<file path="config.mk">
export PLATFORM = sky130hd
export DESIGN_NAME = pipe_hazard_ctrl
export DESIGN_NICKNAME = d
export VERILOG_FILES = /design/src/rtl/pipe_pkg.sv /design/src/rtl/pipe_hazard_ctrl_src_resolve.sv /design/src/rtl/pipe_hazard_ctrl.sv
export SDC_FILE = /design/constraint.sdc
export NUM_CORES = 1
export LEC_CHECK = 0
export CORE_ASPECT_RATIO = 1.75
export CORE_MARGIN = 2
export CORE_UTILIZATION = 50
export CTS_BUF_LIST = sky130_fd_sc_hd__clkbuf_4
export CTS_CLUSTER_SIZE = 25
export DETAILED_ROUTE_END_ITERATION = 10
export PLACE_DENSITY = 0.83
export SETUP_SLACK_MARGIN = 0.15
export SYNTH_ARGS = -nofsm -noshare
export SYNTH_HDL_FRONTEND = slang
export SYNTH_HIERARCHICAL = 1
export SYNTH_SLANG_ARGS = --single-unit
</file>
<file path="constraint.sdc">
create_clock -name clk -period 7.6 [get_ports clk]
set_input_delay 1.9 -clock clk [delete_from_list [all_inputs] [get_ports clk]]
set_output_delay 1.9 -clock clk [all_outputs]
set_load 0.05 [all_outputs]
</file>
<file path="src/rtl/pipe_pkg.sv">
// Shared definitions for the pipeline hazard controller.
//
// Contents:
//   FWD_REGFILE  forwarding select value meaning "read the register file"
//   EX/MEM/WB    stage indices of the tracked stages after ID
//   MAX_AW       widest register address an entry can hold
//   entry_t      one tracked pipeline stage: valid, rd, we, is_load
package pipe_pkg;

    localparam int FWD_REGFILE = 0;

    localparam int EX  = 1;
    localparam int MEM = 2;
    localparam int WB  = 3;

    // Entries carry a fixed-width rd so the type can live in a package.
    // Narrower address widths are zero-extended into it.
    localparam int MAX_AW = 8;

    typedef struct packed {
        logic              valid;
        logic [MAX_AW-1:0] rd;
        logic              we;
        logic              is_load;
    } entry_t;

endpackage

</file>
<file path="src/rtl/pipe_hazard_ctrl_src_resolve.sv">
// Forwarding resolution for one ID-stage source operand.
//
// Parameters: STAGES tracked stages, AW address width, LOAD_READY first
//             stage index where load data can be forwarded.
// Ports:
//   entries   in   tracked stage entries, index 1 = EX
//   id_valid  in   ID holds a real instruction
//   src       in   source register address
//   src_used  in   the source is actually read
//   fwd       out  forwarding select, 0 = register file, k = stage k
//   unready   out  youngest producer is a load whose data is not yet ready
module src_resolve
    import pipe_pkg::*;
#(
    parameter int STAGES     = 3,
    parameter int AW         = 5,
    parameter int LOAD_READY = 3,
    parameter int FW         = $clog2(STAGES + 1)
) (
    input  entry_t [STAGES:1] entries,
    input  logic              id_valid,
    input  logic [AW-1:0]     src,
    input  logic              src_used,
    output logic [FW-1:0]     fwd,
    output logic              unready
);

    logic [MAX_AW-1:0] src_ext;
    logic              found;

    // The scan runs from EX outward and stops at the first match, so the
    // youngest producer of the register shadows any older one.
    always_comb begin
        src_ext         = '0;
        src_ext[AW-1:0] = src;
        fwd             = FW'(FWD_REGFILE);
        unready         = 1'b0;
        found           = 1'b0;
        if (id_valid && src_used && (src != '0)) begin
            for (int k = 1; k <= STAGES; k++) begin
                if (!found && entries[k].valid && entries[k].we &&
                    (entries[k].rd == src_ext)) begin
                    found = 1'b1;
                    if (entries[k].is_load && (k < LOAD_READY)) begin
                        unready = 1'b1;
                    end else begin
                        fwd = FW'(k);
                    end
                end
            end
        end
    end

endmodule

</file>
<file path="src/rtl/pipe_hazard_ctrl.sv">
// In-order pipeline hazard controller sitting beside the ID stage.
// Tracks in-flight destinations from EX through WB, produces forwarding
// selects, detects load-use hazards and drives the stall/flush controls.
//
// Ports:
//   clk, rst                 clock, asynchronous active-low reset
//   id_*                     decoded fields of the instruction in ID
//   br_taken                 taken branch/jump resolved in ID
//   mem_stall                data memory busy, freeze everything
//   flush_all                squash every in-flight instruction
//   pc_en, if_id_en          front-end load enables
//   if_id_flush, ex_bubble   NOP injection into IF_ID / ID_EXE
//   fwd_rs, fwd_rt           forwarding selects (0 = register file)
//   hazard_stall             load-use stall active this cycle
//   stall_cnt                saturating count of load-use stall cycles
//   stage_valid              per-stage valid bits, bit 0 = EX
module pipe_hazard_ctrl
    import pipe_pkg::*;
#(
    parameter int STAGES     = 3,
    parameter int AW         = 5,
    parameter int LOAD_READY = 3,
    parameter int CNT_W      = 16
) (
    input  logic                         clk,
    input  logic                         rst,
    input  logic                         id_valid,
    input  logic [AW-1:0]                id_rs,
    input  logic [AW-1:0]                id_rt,
    input  logic                         id_rs_used,
    input  logic                         id_rt_used,
    input  logic [AW-1:0]                id_rd,
    input  logic                         id_we,
    input  logic                         id_is_load,
    input  logic                         br_taken,
    input  logic                         mem_stall,
    input  logic                         flush_all,
    output logic                         pc_en,
    output logic                         if_id_en,
    output logic                         if_id_flush,
    output logic                         ex_bubble,
    output logic [$clog2(STAGES+1)-1:0]  fwd_rs,
    output logic [$clog2(STAGES+1)-1:0]  fwd_rt,
    output logic                         hazard_stall,
    output logic [CNT_W-1:0]             stall_cnt,
    output logic [STAGES-1:0]            stage_valid
);

    entry_t [STAGES:1] entries;
    entry_t [STAGES:1] entries_next;
    logic              rs_unready;
    logic              rt_unready;
    logic [MAX_AW-1:0] id_rd_ext;

    src_resolve #(.STAGES(STAGES), .AW(AW), .LOAD_READY(LOAD_READY)) u_rs (
        .entries  (entries),
        .id_valid (id_valid),
        .src      (id_rs),
        .src_used (id_rs_used),
        .fwd      (fwd_rs),
        .unready  (rs_unready)
    );

    src_resolve #(.STAGES(STAGES), .AW(AW), .LOAD_READY(LOAD_READY)) u_rt (
        .entries  (entries),
        .id_valid (id_valid),
        .src      (id_rt),
        .src_used (id_rt_used),
        .fwd      (fwd_rt),
        .unready  (rt_unready)
    );

    // A frozen or squashed pipeline never counts as a load-use stall; once
    // mem_stall drops the hazard is re-evaluated on the frozen entries.
    assign hazard_stall = (rs_unready || rt_unready) && !mem_stall && !flush_all;

    // Pipeline control priority: flush, memory freeze, load-use, normal.
    // A branch seen during a load-use stall is not acted on; it is taken
    // again from ID once the stall clears.
    always_comb begin
        pc_en       = 1'b1;
        if_id_en    = 1'b1;
        if_id_flush = 1'b0;
        ex_bubble   = 1'b0;
        if (flush_all) begin
            if_id_flush = 1'b1;
            ex_bubble   = 1'b1;
        end else if (mem_stall) begin
            pc_en    = 1'b0;
            if_id_en = 1'b0;
        end else if (hazard_stall) begin
            pc_en     = 1'b0;
            if_id_en  = 1'b0;
            ex_bubble = 1'b1;
        end else begin
            if_id_flush = br_taken;
        end
    end

    // Next state of the shift chain; the WB entry simply falls off the end.
    always_comb begin
        id_rd_ext         = '0;
        id_rd_ext[AW-1:0] = id_rd;
        entries_next      = entries;
        if (flush_all) begin
            for (int k = 1; k <= STAGES; k++) begin
                entries_next[k].valid = 1'b0;
            end
        end else if (!mem_stall) begin
            for (int k = STAGES; k >= 2; k--) begin
                entries_next[k] = entries[k-1];
            end
            if (hazard_stall) begin
                entries_next[EX] = '0;
            end else begin
                entries_next[EX].valid   = id_valid;
                entries_next[EX].rd      = id_rd_ext;
                entries_next[EX].we      = id_we;
                entries_next[EX].is_load = id_is_load;
            end
        end
    end

    always_ff @(posedge clk or negedge rst) begin
        if (!rst) begin
            entries <= '0;
        end else begin
            entries <= entries_next;
        end
    end

    // Stall counter saturates at all-ones instead of wrapping.
    always_ff @(posedge clk or negedge rst) begin
        if (!rst) begin
            stall_cnt <= '0;
        end else if (hazard_stall && (stall_cnt != '1)) begin
            stall_cnt <= stall_cnt + 1'b1;
        end
    end

    always_comb begin
        stage_valid = '0;
        for (int k = 1; k <= STAGES; k++) begin
            stage_valid[k-1] = entries[k].valid;
        end
    end

endmodule

</file>
Yosys cells after proc, flatten, opt, wreduce, memory -nomap -nowiden

Index checks and enable logic that the tools add are counted.

$add $sub $neg: 1
$mul: 0
Div/mod/pow operators: 0
Order comparisons: 0
Equal/unequal tests: 8
Shift operators: 0
Mux-type cells: 42
Bitwise logic cells: 2
Reductions and logical operators: 32

Operators with widths:

| operator                                              | count |
|---|---|
| == test 8 x 5 -> 1 bit                                | 6 |
| 2-to-1 mux 33 bit                                     | 1 |
| 2-to-1 mux 1 bit                                      | 31 |
| logical AND 1 bit                                     | 22 |
| 2-to-1 mux 2 bit                                      | 9 |
| adder 16 x 1 -> 16 bit, second input constant         | 1 |
| inequality test 16 bit, second input constant         | 1 |
| 2-to-1 mux 11 bit                                     | 1 |
| nonzero test 5 bit                                    | 2 |
| zero test 1 bit                                       | 6 |
| inequality test 2 x 1 -> 1 bit, second input constant | 1 |
| NOT 1 bit                                             | 2 |
| AND reduction 2 bit                                   | 1 |
| logical OR 1 bit                                      | 1 |

Bits in registers: 49
Latch bits: 0
Memory bits (writable): 0
Bits in read-only memories: 0
Input port bits: 25
Output and inout bits: 28
Word-level logic and storage cells: 98
Memories kept: 0

Longest topological paths before layout

Gate-level depths: netlist (run 1).

Depth after elaboration: 16
Mapped depth: 10
Gate-level depth less buffers: 10

Hierarchy

Netlist (run 1), hierarchy kept.

Modules (own cells, without submodules):

| module           | instances | cells each | area each (um^2) | sequential area each (um^2) |
|---|---|---|---|---|
| pipe_hazard_ctrl | 1         | 172        | 1,779.2          | 1,001.0 |
| src_resolve      | 2         | 37         | 290.3            | 0.0 |

Worst setup path after synthesis (run 1)

No wires, ideal clock.

Path kind: input-to-output
Start: input id_rt[2]
End: output if_id_flush
Arrival: 4,374 ps
Data required time: 5,700 ps
Setup slack: 1,326 ps
Cell stages on the path: 6
Buffers on the path: 0
Cell sequence: or4_1 o211ai_1 a21oi_1 or2_2 o21bai_1 o21a_1

Word-level cells in the longest chain between the ends: 16
Elaborated cells between the ends (all ways): 21

RTL lines:

| what                                | RTL line                           | RTL |
|---|---|---|
| start, declared                     | pipe_hazard_ctrl.sv:29             | `input logic [AW-1:0] id_rt,` |
| == test 8 x 5 -> 1 bit              | pipe_hazard_ctrl_src_resolve.sv:42 | `(entries[k].rd == src_ext)) begin` |
| logical AND 1 bit                   | pipe_hazard_ctrl_src_resolve.sv:41 | `if (!found && entries[k].valid && entries[k].we &&` |
| 2-to-1 mux 1 bit                    | pipe_hazard_ctrl_src_resolve.sv:41 |  |
| 2-to-1 mux 1 bit                    | pipe_hazard_ctrl_src_resolve.sv:39 | `if (id_valid && src_used && (src != '0)) begin` |
| zero test 1 bit                     | pipe_hazard_ctrl_src_resolve.sv:41 |  |
| logical AND 1 bit (3 in series)     | pipe_hazard_ctrl_src_resolve.sv:41 |  |
| 2-to-1 mux 1 bit                    | pipe_hazard_ctrl_src_resolve.sv:41 |  |
| 2-to-1 mux 1 bit (*)                | pipe_hazard_ctrl_src_resolve.sv:39 |  |
| via rt_unready                      | pipe_hazard_ctrl.sv:52             | `logic rt_unready;` |
| logical OR 1 bit (*)                | pipe_hazard_ctrl.sv:75             | `assign hazard_stall = (rs_unready \|\| rt_unready) && !mem_stall && !flush_all;` |
| logical AND 1 bit (*) (2 in series) | pipe_hazard_ctrl.sv:75             |  |
| 2-to-1 mux 1 bit (*)                | pipe_hazard_ctrl.sv:91             | `end else if (hazard_stall) begin` |
| 2-to-1 mux 1 bit (*)                | pipe_hazard_ctrl.sv:88             | `end else if (mem_stall) begin` |
| 2-to-1 mux 1 bit (*)                | pipe_hazard_ctrl.sv:85             | `if (flush_all) begin` |
| end, declared                       | pipe_hazard_ctrl.sv:40             | `output logic if_id_flush,` |

Mark *: on every way through the listed nets, which the timed path passes. The rest lies on a longest branch. The select of a mux whose other input is x is not followed.

Worst setup path after layout (run 1)

Start: input id_rt[0]
End: output if_id_flush

Same word-level chain as after synthesis.

==> flow_metrics.py, run 1 <==
metrics = {
    "global_routing": {
        "grt_pass1_vias": 1999,
        "grt_usage_pct": 22.0,
        "grt_pass1_wl_um": 9060,
        "grt_max_degree": 40,
        "gr-total-overflow": 0,
        "antenna_found_initial": 0,
    },
    "sta": {
        "rsz0062_at_grt": "no",
        "clock_skew_ps": 11.5,
        "timing.setup.tns_ps": 0,
        "slew_violations": 0,
        "fin_crit_sh_pct": 89.2,
        "slew_headroom_pct": 43.6,
        "worst_pin_slew_ps": 846,
        "setup_viol": 0,
        "finalHoldViolations": 0,
        "max_freq_mhz": 148,
        "period_minus_slack_ps": 6780,
    },
    "place": {
        "gp_congestion": 0.844,
        "portBuffers": 52,
        "dp_hpwl_um": 4120,
    },
    "yosys": {
        "yosys_warnings": 6,
        "synth_cells": 242,
        "syn_avg_cell_area_um2": 9.60,
        "syn_area_um2": 2320,
    },
    "power_and_ir_drop": {
        "vdd_drop_max_v": 0.000132,
        "power_density_nw_per_um2": 158,
        "p_leak_nw": 1.33,
    },
    "setup_path": {
        "crit_fanout": 5,
        "start_kind": "input pin",
        "criticalPathCategory": "in -> out",
        "cp.required_ps": 5700,
        "end_kind": "output pin",
        "arrival_ps": 4880,
    },
    "cts": {
        "ctsHoldBuffers": 0,
        "path_clk_slew_ps": 110,
        "cts_buffer_depth": 2,
        "clock_latency_ps": 350,
        "cts_tree": "done",
        "cts_resized": 0,
        "cts_setup_buffers": 0,
        "cts_buffers": 5,
        "clock-root-buffer": "clkbuf_4",
        "numClockSinks": 39,
        "htreeDepth": 2,
    },
    "routing": {
        "num_vias": 1944,
        "postRouteAntennaNets": 0,
        "routed_wl_um": 5430,
        "drc_errors": 0,
        "vias_per_cell": 5.36,
        "wire_per_inst_um": 15.0,
        "drt_first_pass_iters": 4,
        "drt-initial-drc-count": 42,
    },
    "floorplanning": {
        "start_util_pct": 52.3,
        "die_area_um2": 5230,
        "core_area_um2": 4440,
        "io_pins": 53,
        "die_y_um": 94.2,
        "die_w_um": 55.5,
        "floorplan.rows": 32,
    },
    "status": {
        "status": "finished, final reports clean",
    },
    "run": {
        "maxCapViolations": 0,
    },
    "cells_and_area": {
        "drive_above_1_share_pct": 7.69,
        "n_antenna_cell": 0,
        "mostFrequentLayoutCells": "nand2_1, clkdlybuf4s50_1, dfrtp_1, xor2_1, conb_1",
        "fin_nets": 337,
        "area_growth_pct": 29.1,
        "final_util_pct": 67.5,
    },
    "worst_hold_path": {
        "hp-class": "reg -> reg",
    },
}
==> worst max-delay path, stage by stage <==
cell and delay [ps]:
clkdlybuf4s50_1 570, xnor2_1 150, nand3_1 150, nor4_4 360, nand3b_1 160, a21oi_1 80
or2_2 350, o21bai_1 210, o21a_1 150, clkdlybuf4s50_1 790
==> report_power, final <==
part | switching (W) | internal [W] | leakage, nW | total (W)
combinational | 0.0000466 | 0.0000418 | 0.779 | 0.0000884
clock | 0.0000709 | 0.0000677 | 0.0426 | 0.000139
sequential | 0.0000228 | 0.000224 | 0.513 | 0.000247
total | 0.000140 | 0.000334 | 1.33 | 0.000474
==> area by class of cell <==
class	count	area, µm²
clock buffers	5	37.5
multi-input cells	209	1350
repair buffers	54	531
inverters	2	7.51
fillers	384	1440
clock inverters	3	38.8
well taps	51	63.8
flip-flops and latches	39	976
==> routing by layer <==
metal	vias to the layer above	wire length [µm]	share of wire, %	GRT usage, %
met5	-	0	0	0
met4	0	204	3.8	11.4
met3	14	238	4.4	3.44
met2	55	2810	52	40.5
met1	917	2180	40	24.0
li1	958	-	-	-
==> flip-flops by register name, summed over array words and instances (netlist names) <==
| name | cells |
|---|---|
| stall_cnt | 16 |
| entries | 20 |
| stage_valid | 3 |
==> per-stage QoR <==
stage          worst slack, ps  cell area, µm²  hold slack (ps)  std cells  power, W
4_1_cts                    819            3000              509        363  0.000477
5_1_grt                    695            3000              551        363  0.000497
6_report                   821            3000              502        363  0.000474
3_3_place_gp               886            2920              488        355  0.000336
3_5_place_dp               827            2920              485        355  0.000340
2_1_floorplan             1330            2390              467        259  0.000303
==> path summary, 6_finish.rpt <==
check / startpoint / end / slack [ps] / cells after the start
min in group asynchronous: rst / stall_cnt[14]$_DFFE_PN0P_ / 1640 / 1
max in group asynchronous: rst / stall_cnt[4]$_DFFE_PN0P_ / 5420 / 1
min reg2reg: stall_cnt[15]$_DFFE_PN0P_ / stall_cnt[15]$_DFFE_PN0P_ / 500 / 1
max: id_rt[0] / if_id_flush / 820 / 10
min: stall_cnt[15]$_DFFE_PN0P_ / stall_cnt[15]$_DFFE_PN0P_ / 500 / 1
max reg2reg: stage_valid[0]$_DFFE_PN0P_ / stall_cnt[12]$_DFFE_PN0P_ / 4780 / 9
No activity file was read; power rests on OpenSTA's default activity.
==> run 2: changes to the inputs <==
- CORE_UTILIZATION: 50 -> 56
- PLACE_DENSITY: 0.83 -> 0.92
==> run 2 against run 1 <==
Net effect: largest power group unchanged; first-iteration DRC count is 110% higher; total power is 0.61% lower; die area fell by 10%; wire length increased by 5.2%; non-clock buffer count is 1 lower.
==> flow_metrics.py, run 2 (same netlist as run 1, synthesis figures left out) <==
metrics = {
    "setup_path": {
        "crit_fanout": 9,
        "criticalPathCategory": "in -> out",
        "end_kind": "output pin",
        "cp.required_ps": 5700,
        "arrival_ps": 4890,
        "start_kind": "input pin",
    },
    "routing": {
        "wire_per_inst_um": 15.9,
        "vias_per_cell": 5.60,
        "postRouteAntennaNets": 0,
        "drt_first_pass_iters": 4,
        "routed_wl_um": 5710,
        "drc_errors": 0,
        "drt-initial-drc-count": 88,
        "num_vias": 2016,
    },
    "cells_and_area": {
        "final_util_pct": 73.4,
        "regMostFlops": "entries",
        "fillCellCount": 301,
        "fin_nets": 336,
        "seqCellArea_um2": 976,
        "multi_input_area_um2": 1350,
        "mostFrequentLayoutCells": "nand2_1, clkdlybuf4s50_1, dfrtp_1, xor2_1, conb_1",
        "n_antenna_cell": 0,
        "area_growth_pct": 28.7,
        "stdcell_area_um2": 2990,
        "drive_above_1_share_pct": 7.40,
        "largest_register_ffs": 20,
    },
    "power_and_ir_drop": {
        "p_total_w": 0.000471,
        "pwr-share-seq_pct": 52.4,
        "power_frac_clock_pct": 28.8,
        "power_density_nw_per_um2": 158,
        "power_frac_comb_pct": 18.8,
        "p_sw_share_pct": 29.2,
        "p_leak_nw": 1.33,
        "power.switching_w": 0.000137,
        "vdd_drop_max_v": 0.000142,
        "p_int_w": 0.000334,
    },
    "run": {
        "maxCapViolations": 0,
    },
    "floorplanning": {
        "die_area_um2": 4700,
        "die_y_um": 89.2,
        "floorplan.rows": 31,
        "io_pins": 53,
        "core_area_um2": 4070,
        "die_w_um": 52.7,
        "start_util_pct": 57.1,
    },
    "sta": {
        "timing.setup.tns_ps": 0,
        "rsz0062_at_grt": "no",
        "slew_violations": 0,
        "finalHoldViolations": 0,
        "clock_skew_ps": 4.07,
        "fin_crit_sh_pct": 89.4,
        "slew_headroom_pct": 43.4,
        "max_freq_mhz": 147,
        "period_minus_slack_ps": 6790,
        "setup_viol": 0,
        "worst_pin_slew_ps": 849,
        "fin_hold_ws_ps": 516,
    },
    "global_routing": {
        "gr-total-overflow": 0,
        "grt_usage_pct": 25.9,
        "antenna_found_initial": 0,
        "grt_max_degree": 40,
        "grt_pass1_vias": 1930,
        "grt_pass1_wl_um": 8950,
    },
    "cts": {
        "clock-root-buffer": "clkbuf_4",
        "cts_setup_buffers": 0,
        "ctsHoldBuffers": 0,
        "cts_buffer_depth": 2,
        "clock_latency_ps": 350,
        "cts_buffers": 5,
        "cts_tree": "done",
        "cts_resized": 0,
        "htreeDepth": 2,
        "numClockSinks": 39,
        "path_clk_slew_ps": 110,
    },
    "worst_hold_path": {
        "hp-class": "reg -> reg",
    },
    "place": {
        "portBuffers": 52,
        "dp_hpwl_um": 4290,
        "placed_area_um2": 2910,
        "gp_congestion": 0.776,
    },
    "status": {
        "status": "finished, final reports clean",
    },
}
-- run 2: cell types whose count changed in the layout (fill, tap and decap cells not counted), sizes merged --
cell  previous run  this run
buf              3         2
-- run 2: final timing paths --
kind	startpoint	endpoint	slack (ps)	cells past startpoint
setup / recovery	id_rt[2]	hazard_stall	810	10
hold / removal	stall_cnt[15]$_DFFE_PN0P_	stall_cnt[15]$_DFFE_PN0P_	520	1
setup reg to reg	stage_valid[0]$_DFFE_PN0P_	stall_cnt[12]$_DFFE_PN0P_	4750	9
hold reg to reg	stall_cnt[15]$_DFFE_PN0P_	stall_cnt[15]$_DFFE_PN0P_	520	1
max in group asynchronous	rst	entries[23]$_DFFE_PN0P_	5420	1
min in group asynchronous	rst	entries[16]$_DFFE_PN0P_	1640	1
-- run 2: stage by stage --
| step | cells | setup WS (ps) |
|---|---|---|
| floorplan | 259 | 1330 |
| global placement | 352 | 879 |
| detailed placement | 352 | 831 |
| CTS | 360 | 816 |
| global route | 360 | 670 |
| finish | 360 | 806 |
-- run 2: cell type report --
class                   instances  area share [%]
clock buffers                   5            1.26
clock inverters                 3            1.30
inverters                       2           0.251
multi-input cells             209            45.0
flip-flops and latches         39            32.6
well taps                      49            2.05
repair buffers                 53            17.5
-- run 2: critical path: stages --
cell and delay, ps:
clkdlybuf4s50_1 570, xnor2_1 160, nand3_1 150, nor4_4 360, nand3b_1 160, a21oi_1 80, or2_2 340, nand2_1 300
inv_1 150, clkdlybuf4s50_1 720
-- run 2: power groups by stage --
stage / clock [W] / sequential (W) / combinational, W
2_1_floorplan: 0 / 0.000245 / 0.0000582
5_1_grt: 0.000148 / 0.000250 / 0.0000962
4_1_cts: 0.000138 / 0.000247 / 0.0000892
3_5_place_dp: 0 / 0.000251 / 0.0000887
6_report: 0.000136 / 0.000247 / 0.0000887
3_3_place_gp: 0 / 0.000249 / 0.0000857
-- run 2: metal layers --
metal / global-route usage (%) / up-vias / routed length (µm)
met2: 47.8 / 80 / 3200
met4: 11.9 / 0 / 150
li1: - / 958 / -
met3: 4.01 / 13 / 287
met5: 0 / - / 0
met1: 28.1 / 965 / 2070
==> run 3: changes to the inputs <==
- HOLD_SLACK_MARGIN: not set -> 0.03
- SYNTH_HIERARCHICAL: 1 -> not set
==> run 3 against run 2 <==
Net effect: wire length fell by 5.7%; count of clock-buffer cells in the layout rose by 1; fmax fell by 5.2%; global-route usage rose by 0.14 points; non-clock buffer count did not move; utilization rose by 0.48 points; first-iteration DRC count fell by 16%; critical path type unchanged; die area fell by 2.0%; clock power rose by 29%.
==> flow_metrics.py, run 3 <==
metrics = {
    "status": {
        "status": "finished, final reports clean",
    },
    "sta": {
        "slew_violations": 0,
        "rsz0062_at_grt": "no",
        "fin_crit_sh_pct": 94.3,
        "fin_ws_ps": 435,
        "worst_pin_slew_ps": 951,
        "max_freq_mhz": 140,
        "slew_headroom_pct": 36.6,
        "finalHoldViolations": 0,
        "clock_skew_ps": 12.8,
        "timing.setup.tns_ps": 0,
        "period_minus_slack_ps": 7170,
        "setup_viol": 0,
        "fin_hold_ws_ps": 506,
    },
    "global_routing": {
        "gr-total-overflow": 0,
        "grt_max_degree": 40,
        "antenna_found_initial": 0,
        "grt_pass1_vias": 1996,
        "grt_pass1_wl_um": 8910,
        "grt_usage_pct": 26.1,
    },
    "cts": {
        "ctsHoldBuffers": 0,
        "cts_tree": "done",
        "cts_setup_buffers": 0,
        "cts_buffer_depth": 2,
        "cts_resized": 0,
        "clock-root-buffer": "clkbuf_4",
        "numClockSinks": 39,
        "path_clk_slew_ps": 120,
        "cts_buffers": 5,
        "htreeDepth": 2,
        "clock_latency_ps": 350,
    },
    "yosys": {
        "yosys-mux-area-fraction_pct": 2.48,
        "synth_compound_area_share_pct": 7.93,
        "synth_cells": 250,
        "synth_cell_types": 37,
        "synthSimpleGateAreaFrac_pct": 25.6,
        "syn_area_um2": 2270,
        "synth_top_area_share_pct": 42.9,
        "synth-seq-cells": 39,
        "synth_common_cells": "nand2_1, dfrtp_1, xnor2_1",
        "synth_seq_area_share_pct": 42.9,
        "syn_avg_cell_area_um2": 9.09,
        "synth_edf_count": 0,
        "synthTopCellsByArea": "dfrtp_1, nand2_1, xnor2_1",
        "synth_largest_area_cell": "dfrtp_1",
        "synth-async-reset-ratio_pct": 100,
        "synth_most_common_cell": "nand2_1",
        "synth_top_family_by_area": "simple AND/OR/NAND/NOR gates",
        "ys.flop_type": "dfrtp_1",
        "synth-xor-area-share_pct": 16.6,
        "syn_nets": 276,
        "synth_fa_ha_area_share_pct": 0.550,
        "yosys_warnings": 0,
    },
    "setup_path": {
        "crit_fanout": 26,
        "r2r_start": "entries[14]$_DFFE_PN0P_",
        "regToRegSetupSlack_ps": 4780,
        "cp.required_ps": 5700,
        "start_kind": "input pin",
        "r2r-end": "stall_cnt[1]$_DFFE_PN0P_",
        "criticalPathCategory": "in -> out",
        "reg2reg_depth": 7,
        "crit_start": "id_rs[0]",
        "crit_end": "if_id_en",
        "arrival_ps": 5270,
        "end_kind": "output pin",
    },
    "cells_and_area": {
        "largest_register_ffs": 20,
        "regMostFlops": "entries",
        "n_antenna_cell": 0,
        "stdcell_area_um2": 2890,
        "mostFrequentLayoutCells": "nand2_1, clkdlybuf4s50_1, dfrtp_1, xnor2_1",
        "area_growth_pct": 26.9,
        "final_common_cell": "nand2_1",
        "fin_nets": 323,
        "fillCellCount": 289,
        "drive_above_1_share_pct": 7.05,
    },
    "place": {
        "portBuffers": 52,
        "dp_hpwl_um": 3920,
        "pre_cts_slack_ps": 478,
        "placed_area_um2": 2780,
        "gp_congestion": 0.798,
    },
    "routing": {
        "vias_per_cell": 5.64,
        "drc_errors": 0,
        "drt-initial-drc-count": 74,
        "postRouteAntennaNets": 0,
        "drt_first_pass_iters": 4,
        "num_vias": 1951,
        "wire_per_inst_um": 15.6,
        "routed_wl_um": 5380,
    },
    "power_and_ir_drop": {
        "p_leak_nw": 1.23,
        "power_density_nw_per_um2": 177,
        "vdd_drop_max_v": 0.000225,
    },
    "run": {
        "maxCapViolations": 0,
    },
    "worst_hold_path": {
        "hold_depth": 2,
        "hp-class": "reg -> reg",
        "hp-start": "entries[23]$_DFFE_PN0P_",
    },
    "floorplanning": {
        "floorplan.rows": 30,
        "die_area_um2": 4610,
        "die_y_um": 88.3,
        "core_area_um2": 3900,
        "io_pins": 53,
        "die_w_um": 52.2,
        "start_util_pct": 58.2,
    },
}
==> run 3: final cells by class <==
class	count	area, µm²	area share (%)
timing repair buffer	53	523	18.1
clock inverter	2	60.1	2.08
tap	48	60.1	2.08
inverter	3	11.3	0.390
multi-input combinational	195	1210	41.9
sequential	39	976	33.8
clock buffer	6	45.0	1.56
==> run 3: worst min path at each step <==
stage / endpoint / slack [ps]
3_3_place_gp: entries[23]$_DFFE_PN0P_ / 460
4_1_cts: entries[23]$_DFFE_PN0P_ / 500
6_report: entries[23]$_DFFE_PN0P_ / 510
3_5_place_dp: entries[23]$_DFFE_PN0P_ / 470
5_1_grt: stall_cnt[10]$_DFFE_PN0P_ / 530
2_1_floorplan: entries[23]$_DFFE_PN0P_ / 450
==> run 3: power by group <==
| group | switching (W) | internal, W |
|---|---|---|
| Sequential | 0.0000215 | 0.000224 |
| Combinational | 0.0000484 | 0.0000404 |
| Clock | 0.0000688 | 0.000106 |
==> run 3: metal layers <==
layer / global-route usage, % / up-vias / share of wire [%]
met5: 0 / - / 0
met4: 16.6 / 0 / 4.7
met3: 3.89 / 18 / 4.2
met2: 45.8 / 70 / 54
met1: 28.6 / 929 / 37
li1: - / 934 / -
==> run 3: cells by family after synthesis <==
group | after synthesis
and+or+nand+nor | 123
DFF | 39
xor gates and xnor gates | 43
AOI/OAI and AO/OA | 23
buffers and inverters | 16
muxes | 5
adders and majority gates | 1
==> run 3: worst max-delay path, cell delays in order <==
cell	delay [ps]
clkdlybuf4s50_1	550
xor2_1	210
nor4_2	340
nand2_1	160
a21boi_1	180
o31ai_4	780
nor2_1	110
or2_2	320
clkdlybuf4s50_1	710
==> run 3: through the flow <==
stage / util, % / total power [W] / std cells
global placement: 71.2 / 0.000334 / 338
finish: 73.9 / 0.000510 / 346
global route: 73.9 / 0.000534 / 346
floorplan: - / 0.000301 / 250
detailed placement: 71.2 / 0.000339 / 338
CTS: 73.9 / 0.000515 / 346
